File: src/rtl/dmem_lsu_ctrl.sv
`default_nettype none
// ============================================================================
//  Module      : dmem_lsu_ctrl
//  Description : Load/store sequencer in front of data_memory. It splits
//                misaligned accesses, merges their read data and extends loads.
//  Revision    : 1.0 - initial release
// ============================================================================
module dmem_lsu_ctrl #(
    parameter int WIDTH = 32,
    parameter int DEPTH = 128,
    localparam int AW   = $clog2(DEPTH)
) (
    input  logic             clk,
    input  logic             rst,
    input  logic             req_valid,
    output logic             req_ready,
    input  logic             req_we,
    input  logic [1:0]       req_size,
    input  logic             req_unsigned,
    input  logic [AW+1:0]    req_addr,
    input  logic [WIDTH-1:0] req_wdata,
    output logic             rsp_valid,
    output logic [WIDTH-1:0] rsp_rdata,
    output logic             rsp_err,
    output logic [AW-1:0]    mem_rd_addr,
    input  logic [WIDTH-1:0] mem_rd_dout,
    output logic [AW-1:0]    mem_wr_addr,
    output logic [WIDTH-1:0] mem_wr_din,
    output logic [3:0]       mem_wr_strb,
    output logic             mem_we
);

    localparam logic [2:0] c_ST_IDLE = 3'd0;
    localparam logic [2:0] c_ST_WR   = 3'd1;
    localparam logic [2:0] c_ST_RD0  = 3'd2;
    localparam logic [2:0] c_ST_RD1  = 3'd3;
    localparam logic [2:0] c_ST_RESP = 3'd4;

    localparam logic [AW+2:0] c_LAST_BYTE = (AW+3)'(4*DEPTH-1);

    logic [2:0]       r_state;
    logic [1:0]       r_size;
    logic             r_uns;
    logic [1:0]       r_off;
    logic             r_cross;
    logic [WIDTH-1:0] r_rd0;
    logic [AW+1:0]    r_baddr;
    logic [WIDTH-1:0] r_wbytes;
    logic [1:0]       r_left;

    logic [2:0]       w_nbytes;
    logic [2:0]       w_span;
    logic [AW+2:0]    w_end;
    logic             w_aligned;
    logic             w_cross;
    logic             w_err;
    logic [3:0]       w_strb_al;
    logic [WIDTH-1:0] w_din_al;

    always_comb begin
        w_nbytes  = 3'd1;
        w_strb_al = 4'd7;
        w_din_al  = req_wdata;
        case (req_size)
            2'b00: begin
                w_nbytes  = 3'd1;
                w_strb_al = {2'b00, req_addr[1:0]} + 4'd1;
                w_din_al  = {{(WIDTH-8){1'b0}}, req_wdata[7:0]};
            end
            2'b01: begin
                w_nbytes  = 3'd2;
                w_strb_al = req_addr[1] ? 4'd6 : 4'd5;
                w_din_al  = {{(WIDTH-16){1'b0}}, req_wdata[15:0]};
            end
            2'b10: w_nbytes = 3'd4;
            default: w_nbytes = 3'd1;
        endcase
    end

    assign w_aligned = (req_size == 2'b00) ||
                       (req_size == 2'b01 && !req_addr[0]) ||
                       (req_size == 2'b10 && req_addr[1:0] == 2'b00);
    assign w_span    = {1'b0, req_addr[1:0]} + (w_nbytes - 3'd1);
    assign w_cross   = (w_span > 3'd3);
    assign w_end     = {1'b0, req_addr} + {{AW{1'b0}}, w_nbytes - 3'd1};
    // Only a misaligned access can run past the last word.
    assign w_err     = (req_size == 2'b11) || (!w_aligned && (w_end > c_LAST_BYTE));

    assign req_ready = (r_state == c_ST_IDLE) && !rst;

    // Little-endian merge of the two fetched words, then sign/zero extension.
    function automatic logic [WIDTH-1:0] f_load(input logic [2*WIDTH-1:0] pair,
                                                input logic [1:0] off,
                                                input logic [1:0] size,
                                                input logic uns);
        logic [WIDTH-1:0] w;
        w = WIDTH'(pair >> {off, 3'b000});
        case (size)
            2'b00:   f_load = {{(WIDTH-8){w[7] & ~uns}}, w[7:0]};
            2'b01:   f_load = {{(WIDTH-16){w[15] & ~uns}}, w[15:0]};
            default: f_load = w;
        endcase
    endfunction

    always_ff @(posedge clk or posedge rst) begin
        if (rst) begin
            r_state     <= c_ST_IDLE;
            r_size      <= '0;
            r_uns       <= 1'b0;
            r_off       <= '0;
            r_cross     <= 1'b0;
            r_rd0       <= '0;
            r_baddr     <= '0;
            r_wbytes    <= '0;
            r_left      <= '0;
            rsp_valid   <= 1'b0;
            rsp_rdata   <= '0;
            rsp_err     <= 1'b0;
            mem_rd_addr <= '0;
            mem_wr_addr <= '0;
            mem_wr_din  <= '0;
            mem_wr_strb <= '0;
            mem_we      <= 1'b0;
        end else begin
            case (r_state)
                c_ST_IDLE: begin
                    if (req_valid) begin
                        r_size  <= req_size;
                        r_uns   <= req_unsigned;
                        r_off   <= req_addr[1:0];
                        r_cross <= w_cross;
                        if (w_err) begin
                            r_state   <= c_ST_RESP;
                            rsp_valid <= 1'b1;
                            rsp_err   <= 1'b1;
                            rsp_rdata <= '0;
                        end else if (req_we) begin
                            r_state     <= c_ST_WR;
                            mem_we      <= 1'b1;
                            mem_wr_addr <= req_addr[AW+1:2];
                            if (w_aligned) begin
                                mem_wr_strb <= w_strb_al;
                                mem_wr_din  <= w_din_al;
                                r_left      <= 2'd0;
                            end else begin
                                // Misaligned stores go out one byte per cycle.
                                mem_wr_strb <= {2'b00, req_addr[1:0]} + 4'd1;
                                mem_wr_din  <= {{(WIDTH-8){1'b0}}, req_wdata[7:0]};
                                r_baddr     <= req_addr + (AW+2)'(1);
                                r_wbytes    <= req_wdata >> 8;
                                r_left      <= 2'(w_nbytes - 3'd1);
                            end
                        end else begin
                            r_state     <= c_ST_RD0;
                            mem_rd_addr <= req_addr[AW+1:2];
                        end
                    end
                end
                c_ST_WR: begin
                    if (r_left != 2'd0) begin
                        mem_wr_addr <= r_baddr[AW+1:2];
                        mem_wr_strb <= {2'b00, r_baddr[1:0]} + 4'd1;
                        mem_wr_din  <= {{(WIDTH-8){1'b0}}, r_wbytes[7:0]};
                        r_baddr     <= r_baddr + (AW+2)'(1);
                        r_wbytes    <= r_wbytes >> 8;
                        r_left      <= r_left - 2'd1;
                    end else begin
                        r_state   <= c_ST_RESP;
                        mem_we    <= 1'b0;
                        rsp_valid <= 1'b1;
                        rsp_err   <= 1'b0;
                        rsp_rdata <= '0;
                    end
                end
                c_ST_RD0: begin
                    if (r_cross) begin
                        r_state     <= c_ST_RD1;
                        r_rd0       <= mem_rd_dout;
                        mem_rd_addr <= mem_rd_addr + AW'(1);
                    end else begin
                        r_state   <= c_ST_RESP;
                        rsp_valid <= 1'b1;
                        rsp_err   <= 1'b0;
                        rsp_rdata <= f_load({{WIDTH{1'b0}}, mem_rd_dout}, r_off, r_size, r_uns);
                    end
                end
                c_ST_RD1: begin
                    r_state   <= c_ST_RESP;
                    rsp_valid <= 1'b1;
                    rsp_err   <= 1'b0;
                    rsp_rdata <= f_load({mem_rd_dout, r_rd0}, r_off, r_size, r_uns);
                end
                c_ST_RESP: begin
                    r_state   <= c_ST_IDLE;
                    rsp_valid <= 1'b0;
                end
                default: r_state <= c_ST_IDLE;
            endcase
        end
    end

endmodule
`default_nettype wire

File: config.mk
export PLATFORM = sky130hd
export DESIGN_NAME = dmem_lsu_ctrl
export DESIGN_NICKNAME = d
export VERILOG_FILES = /design/src/rtl/dmem_lsu_ctrl.sv
export SDC_FILE = /design/constraint.sdc
export NUM_CORES = 1
export LEC_CHECK = 0
export ABC_CLOCK_PERIOD_IN_PS = 11300
export BUFFER_PORTS_ARGS = -buffer_cell sky130_fd_sc_hd__buf_2
export CORE_MARGIN = 3
export CORE_UTILIZATION = 25
export DETAILED_ROUTE_END_ITERATION = 16
export SLEW_MARGIN = 25
export SYNTH_ARGS = -nofsm -noshare
export SYNTH_HDL_FRONTEND = slang
export SYNTH_SLANG_ARGS = --single-unit
File: constraint.sdc
create_clock -name clk -period 11.3 [get_ports clk]
set_input_delay 0.565 -clock clk [delete_from_list [all_inputs] [get_ports clk]]
set_output_delay 0.565 -clock clk [all_outputs]
set_load 0.005 [all_outputs]
## Yosys cells after proc, flatten, opt, wreduce, memory -nomap -nowiden

Cells that the tools add are included.

- Equality and inequality tests: 18
- Add/subtract/negate cells: 9
- Shifts and indexed selects: 2
- Reduce and logical (&&, ||, !) cells: 28
- Multiplexer cells: 69
- Bitwise gates (word level): 5
- Magnitude comparators: 2

Operator list:

| operator | count |
|---|---|
| 32-bit 2-to-1 mux | 14 |
| 32-bit case mux with 2 select lines | 5 |
| 32-bit case mux with 4 select lines | 1 |
| 64-bit by 5-bit >> shifter with 32-bit output | 1 |
| 7-bit 2-to-1 mux | 8 |
| 9-bit 2-to-1 mux | 5 |
| 32-bit by 5-bit >> shifter with 32-bit output | 1 |
| 7-bit case mux with 2 select lines | 2 |
| 5-bit AND reduction | 5 |
| 2-bit inequality test, second input constant | 10 |
| 9-bit by 1-bit adder with 9-bit output, second input constant | 2 |
| 9-bit case mux with 2 select lines | 1 |
| 4-bit 2-to-1 mux | 4 |
| 3-bit 2-to-1 mux | 5 |
| 2-bit 2-to-1 mux | 7 |
| 3-bit case mux with 2 select lines | 2 |
| 3-bit case mux with 4 select lines | 1 |
| 9-bit by 3-bit adder with 10-bit output | 1 |
| 10-bit by 9-bit greater-than comparator with 1-bit output, second input constant | 1 |
| 1-bit 2-to-1 mux | 9 |
| 4-bit case mux with 2 select lines | 1 |
| 7-bit by 1-bit adder with 7-bit output, second input constant | 1 |
| 2-bit by 1-bit adder with 3-bit output, second input constant | 2 |
| 3-bit by 2-bit == test with 1-bit output, second input constant | 2 |
| 24 further kinds | 42 |

- Output and inout bits: 86
- Flip-flop bits (word level): 169
- Input bits: 80

## Longest topological paths before layout

- Word-level depth: 10
- Gate-level depth with buffers: 12

## Worst setup path before layout

OpenSTA, ideal clock, no wires.

- Path type: flip-flop to flip-flop
- Start point: register r_state[2]
- End point: register r_baddr[6]
- Setup slack: 8.419 ns
- Setup time: 0.125 ns
- Arrival time: 2.755 ns
- Buffers on the path: 3
- Required time: 11.175 ns
- Stages on the path, launching flop included: 13
- Cells stage by stage: dfrtp_1 -> clkbuf_1 -> nor3b_2 -> clkbuf_1 -> nand2_1 -> o21ai_0 -> ha_1 -> clkbuf_1 -> nand2_1 -> or4_1 -> o31a_1 -> a21oi_1 -> mux2i_1

- Cells in the longest elaborated chain, start to end: 3
- Elaborated cells on any way between the ends: 10

RTL lines:

| element | line | source |
|---|---|---|
| start: declaration | 41 | `logic [2:0] r_state;` |
| start signal: assignment | 107 | `r_state <= c_ST_IDLE;` |
| start signal: assignment | 133 | `r_state <= c_ST_RESP;` |
| start signal: assignment | 138 | `r_state <= c_ST_WR;` |
| 3-bit by 1-bit == test with 1-bit output or 3-bit logical NOT (tied branches) | 125 | `case (r_state)` |
| 2-bit inequality test (no source line) or 2-bit nonzero test (tied branches) | n/a |  |
| 6-bit AND reduction (no source line) | n/a |  |
| end signal: assignment | 149 | `r_baddr <= req_addr + (AW+2)'(1);` |
| end signal: assignment | 164 | `r_baddr <= r_baddr + (AW+2)'(1);` |
| end: declaration | 47 | `logic [AW+1:0] r_baddr;` |

Several ways; a longest one is shown, not always the timed one.
A chain may end at the register's enable or synchronous reset.

## Worst setup path in the final report

- Start point: register r_state[1]
- End point: register rsp_rdata[25]

- Cells in the longest elaborated chain, start to end: 3
- Elaborated cells on any way between the ends: 11

RTL lines:

| element | line | source |
|---|---|---|
| 3-bit by 2-bit == test with 1-bit output (tied with other cells) | 125 |  |
| 4-bit nonzero test (no source line) or 2-bit inequality test (tied branches) | n/a |  |
| 5-bit AND reduction (no source line) | n/a |  |
| end signal: assignment | 184 | `rsp_rdata <= f_load({{WIDTH{1'b0}}, mem_rd_dout}, r_off, r_size, r_uns);` |
| end signal: assignment | 191 | `rsp_rdata <= f_load({mem_rd_dout, r_rd0}, r_off, r_size, r_uns);` |
| end: declaration | 23 | `output logic [WIDTH-1:0] rsp_rdata,` |

Several ways; a longest one is shown, not always the timed one.

==> results.cfg <==
[sta]
tightest_slew_ns = 1.043
holdWs_ns = 0.2871
relSlewSlack_pct = 30.47
period_needed_ns = 3.379
hold_violations = 0
fin_skew_ns = 0.009200
rsz0062_at_grt = no
setup_viol = 0
tns_ns = 0
slew_viol_final = 0
period_share_pct = 29.91
max_freq_mhz = 295.9

[die]
die_h_um = 198.6
core_um2 = 36090
pin_count = 166
die_w_um = 198.6
start_util_pct = 25.68
dieArea_um2 = 39420
row_count = 69

[logic_synthesis]
synth_top_area_cell = dfrtp_1
synth-main-ff-cell = dfrtp_1
syn-num-nets = 1081
synth-seq-area-share_pct = 43.20
yosysUniqueCellTypes = 68
netlist_area_um2 = 9269
synth_cells = 987
synth_edf_count = 0
synth.avg_cell_area_um2 = 9.391
synth-async-reset-ratio_pct = 100.0
synth_top_area_share_pct = 43.20
ys_seq_elements = 160
synth.area.top_cells = dfrtp_1 43%, mux2_2 10%, nand2_1 10%, mux2i_1 4.4%, a21oi_1 2.5%
ys_warn_count = 0

[clocking]
clockBufferDepth = 2
path_clk_slew_ns = 0.07
clock-sinks = 160
cts_resized = 0
cts_root_buffer = clkbuf_16
cts_buffers = 17
clk_latency_ns = 0.44
cts_tree = yes
holdBufCountCts = 0
cts_setup_buffers = 0
htreeDepth = 4

[route]
wirelength_mm = 28.49
drc_errors = 0
drtAntennaViolNets = 0
first_pass_iters = 5
wire_per_inst_um = 18.01
viasPerCell = 5.002
drtIter0Drc = 601
vias = 7913

[setup_path]
start_kind = flip-flop
worst_path_max_delay_cell = nor3b_2
cp_max_fo = 15
cp_cell_sequence = nor3b_2 > nand3b_1 > nor2_1 > a21oi_1 > o221ai_1
end_kind = flip-flop
max_stage_delay_ns = 0.84
required_ns = 11.65
cp.arrival_ns = 3.73
critPathKind = reg2reg

[run]
cap_violations = 0

[global_route]
grt_max_degree = 92
overflow = 0
grt_antenna_before_repair = 7
grt_pass1_wl_mm = 43.89
grtUsageTotal_pct = 14.27
grt_pass1_vias = 7722

[finish]
layout_common_cells = 248 x nand2_1, 164 x buf_2, 158 x dfrtp_1
fin_nets = 1200
syn_to_final_growth_pct = 19.28
final_area_um2 = 11060
multi_input_area_um2 = 4896
layoutNonFillerInstCount = 1582
layout_commonest_cell = nand2_1
final-seq-area_um2 = 4009
n_fill_cell = 3804
drive_above_1_share_pct = 28.42

[pwr]
p_int_mw = 1.806
comb_power_share_pct = 43.6
p_switching_mw = 1.224
seqPwrFrac_pct = 36.0
swShare_pct = 40.39
pwr-share-clk_pct = 20.4
power_density_nw_per_um2 = 274.1
ir_drop_v = 0.0001078
p_leak_nw = 5.135

[placement]
io_buffers = 164
dpl.hpwl_mm = 20.16
place_congestion = 0.8404
dp_cells = 1548
place_area_um2 = 10430

[outcome]
outcome = finished clean

[min_path]
hp-class = in2async
## stage by stage
stage	total power, mW	utilization [%]	setup slack [ns]
detailed placement	2.432	28.89	7.607
global placement	2.395	28.88	7.674
global route	3.264	30.64	7.675
floorplan	2.005	-	6.415
CTS	3.062	30.60	7.955
finish	3.030	30.64	7.921
## logic make-up after synthesis
group                      Yosys count  synth area share [%]
other                                1               0.04046
and+or+nand+nor                    371                 17.72
buffers and inverters               90                 4.212
xor gates and xnor gates             2                0.1890
muxes                              136                 16.94
AOI/OAI and AO/OA                  213                 15.73
adders and majority gates           14                 1.971
DFF                                160                 43.20
## critical path: cells and delay by family (launching register included)
kind            cells  cell delay [ns]
compound gates      2             0.53
flops               1             0.65
simple gates        3             2.10
## cells in the mapped netlist (all sizes together), types with 3 or more instances
cell type,number
nand2,251
dfrtp,160
mux2,87
a21oi,48
clkbuf,48
mux2i,41
o21ai,41
nor2,25
buf,23
nand3,20
a211oi,19
and2,19
inv,19
o221ai,15
a31oi,14
ha,13
nor2b,12
o31ai,12
o22ai,11
and3,9
a221o,8
a2bb2oi,8
mux4,8
nand2b,7
o22a,7
nor3,6
o211ai,5
or2,4
a221oi,3
nor3b,3
o2bb2ai,3
or3,3
or4,3
## cell type report
type                            count  area share (%)
Multi-Input combinational cell    737           44.28
Clock buffer                       18           3.972
Sequential cell                   160           36.26
Clock inverter                     14           1.630
Inverter                           19          0.6904
Timing Repair Buffer              171           7.900
Tap cell                          461           5.217
Antenna cell                        2         0.04527
## worst paths after layout
kind | slack [ns] | to | depth (start not counted) | from
setup reg to reg | 7.92 | rsp_rdata[25] | 5 | r_state[1]
max in group asynchronous | 9.62 | mem_wr_din[30] | 3 | rst
hold reg to reg | 0.48 | r_rd0[6] | 2 | r_rd0[6]
hold / removal | 0.29 | mem_we | 2 | rst
min in group clk | 0.35 | r_rd0[9] | 3 | mem_rd_dout[9]
setup / recovery | 7.92 | rsp_rdata[25] | 5 | r_state[1]
## sequential cells by signal (all words and copies together), names as in the netlist, 2 cells and up
register / flops
mem_rd_addr: 7
mem_wr_addr: 7
mem_wr_din: 32
mem_wr_strb: 3
r_baddr: 9
r_left: 2
r_off: 2
r_rd0: 32
r_size: 2
r_state: 3
r_wbytes: 24
rsp_rdata: 32
## metal layers
metal | global-route usage, % | share of wire (%) | vias to the layer above
met5 | 0 | 0.21 | -
met3 | 4.522 | 8.5 | 49
met4 | 5.414 | 2.9 | 10
met2 | 22.82 | 46 | 294
li1 | - | - | 3748
met1 | 18.11 | 43 | 3812
## power by group through the flow
| stage | clock (mW) | combinational [mW] | sequential [mW] |
|---|---|---|---|
| 2_1_floorplan | 0 | 1.01 | 0.991 |
| 3_3_place_gp | 0 | 1.31 | 1.09 |
| 3_5_place_dp | 0 | 1.33 | 1.10 |
| 4_1_cts | 0.633 | 1.34 | 1.09 |
| 5_1_grt | 0.659 | 1.47 | 1.13 |
| 6_report | 0.619 | 1.32 | 1.09 |
(Power assumes the default switching activity.)
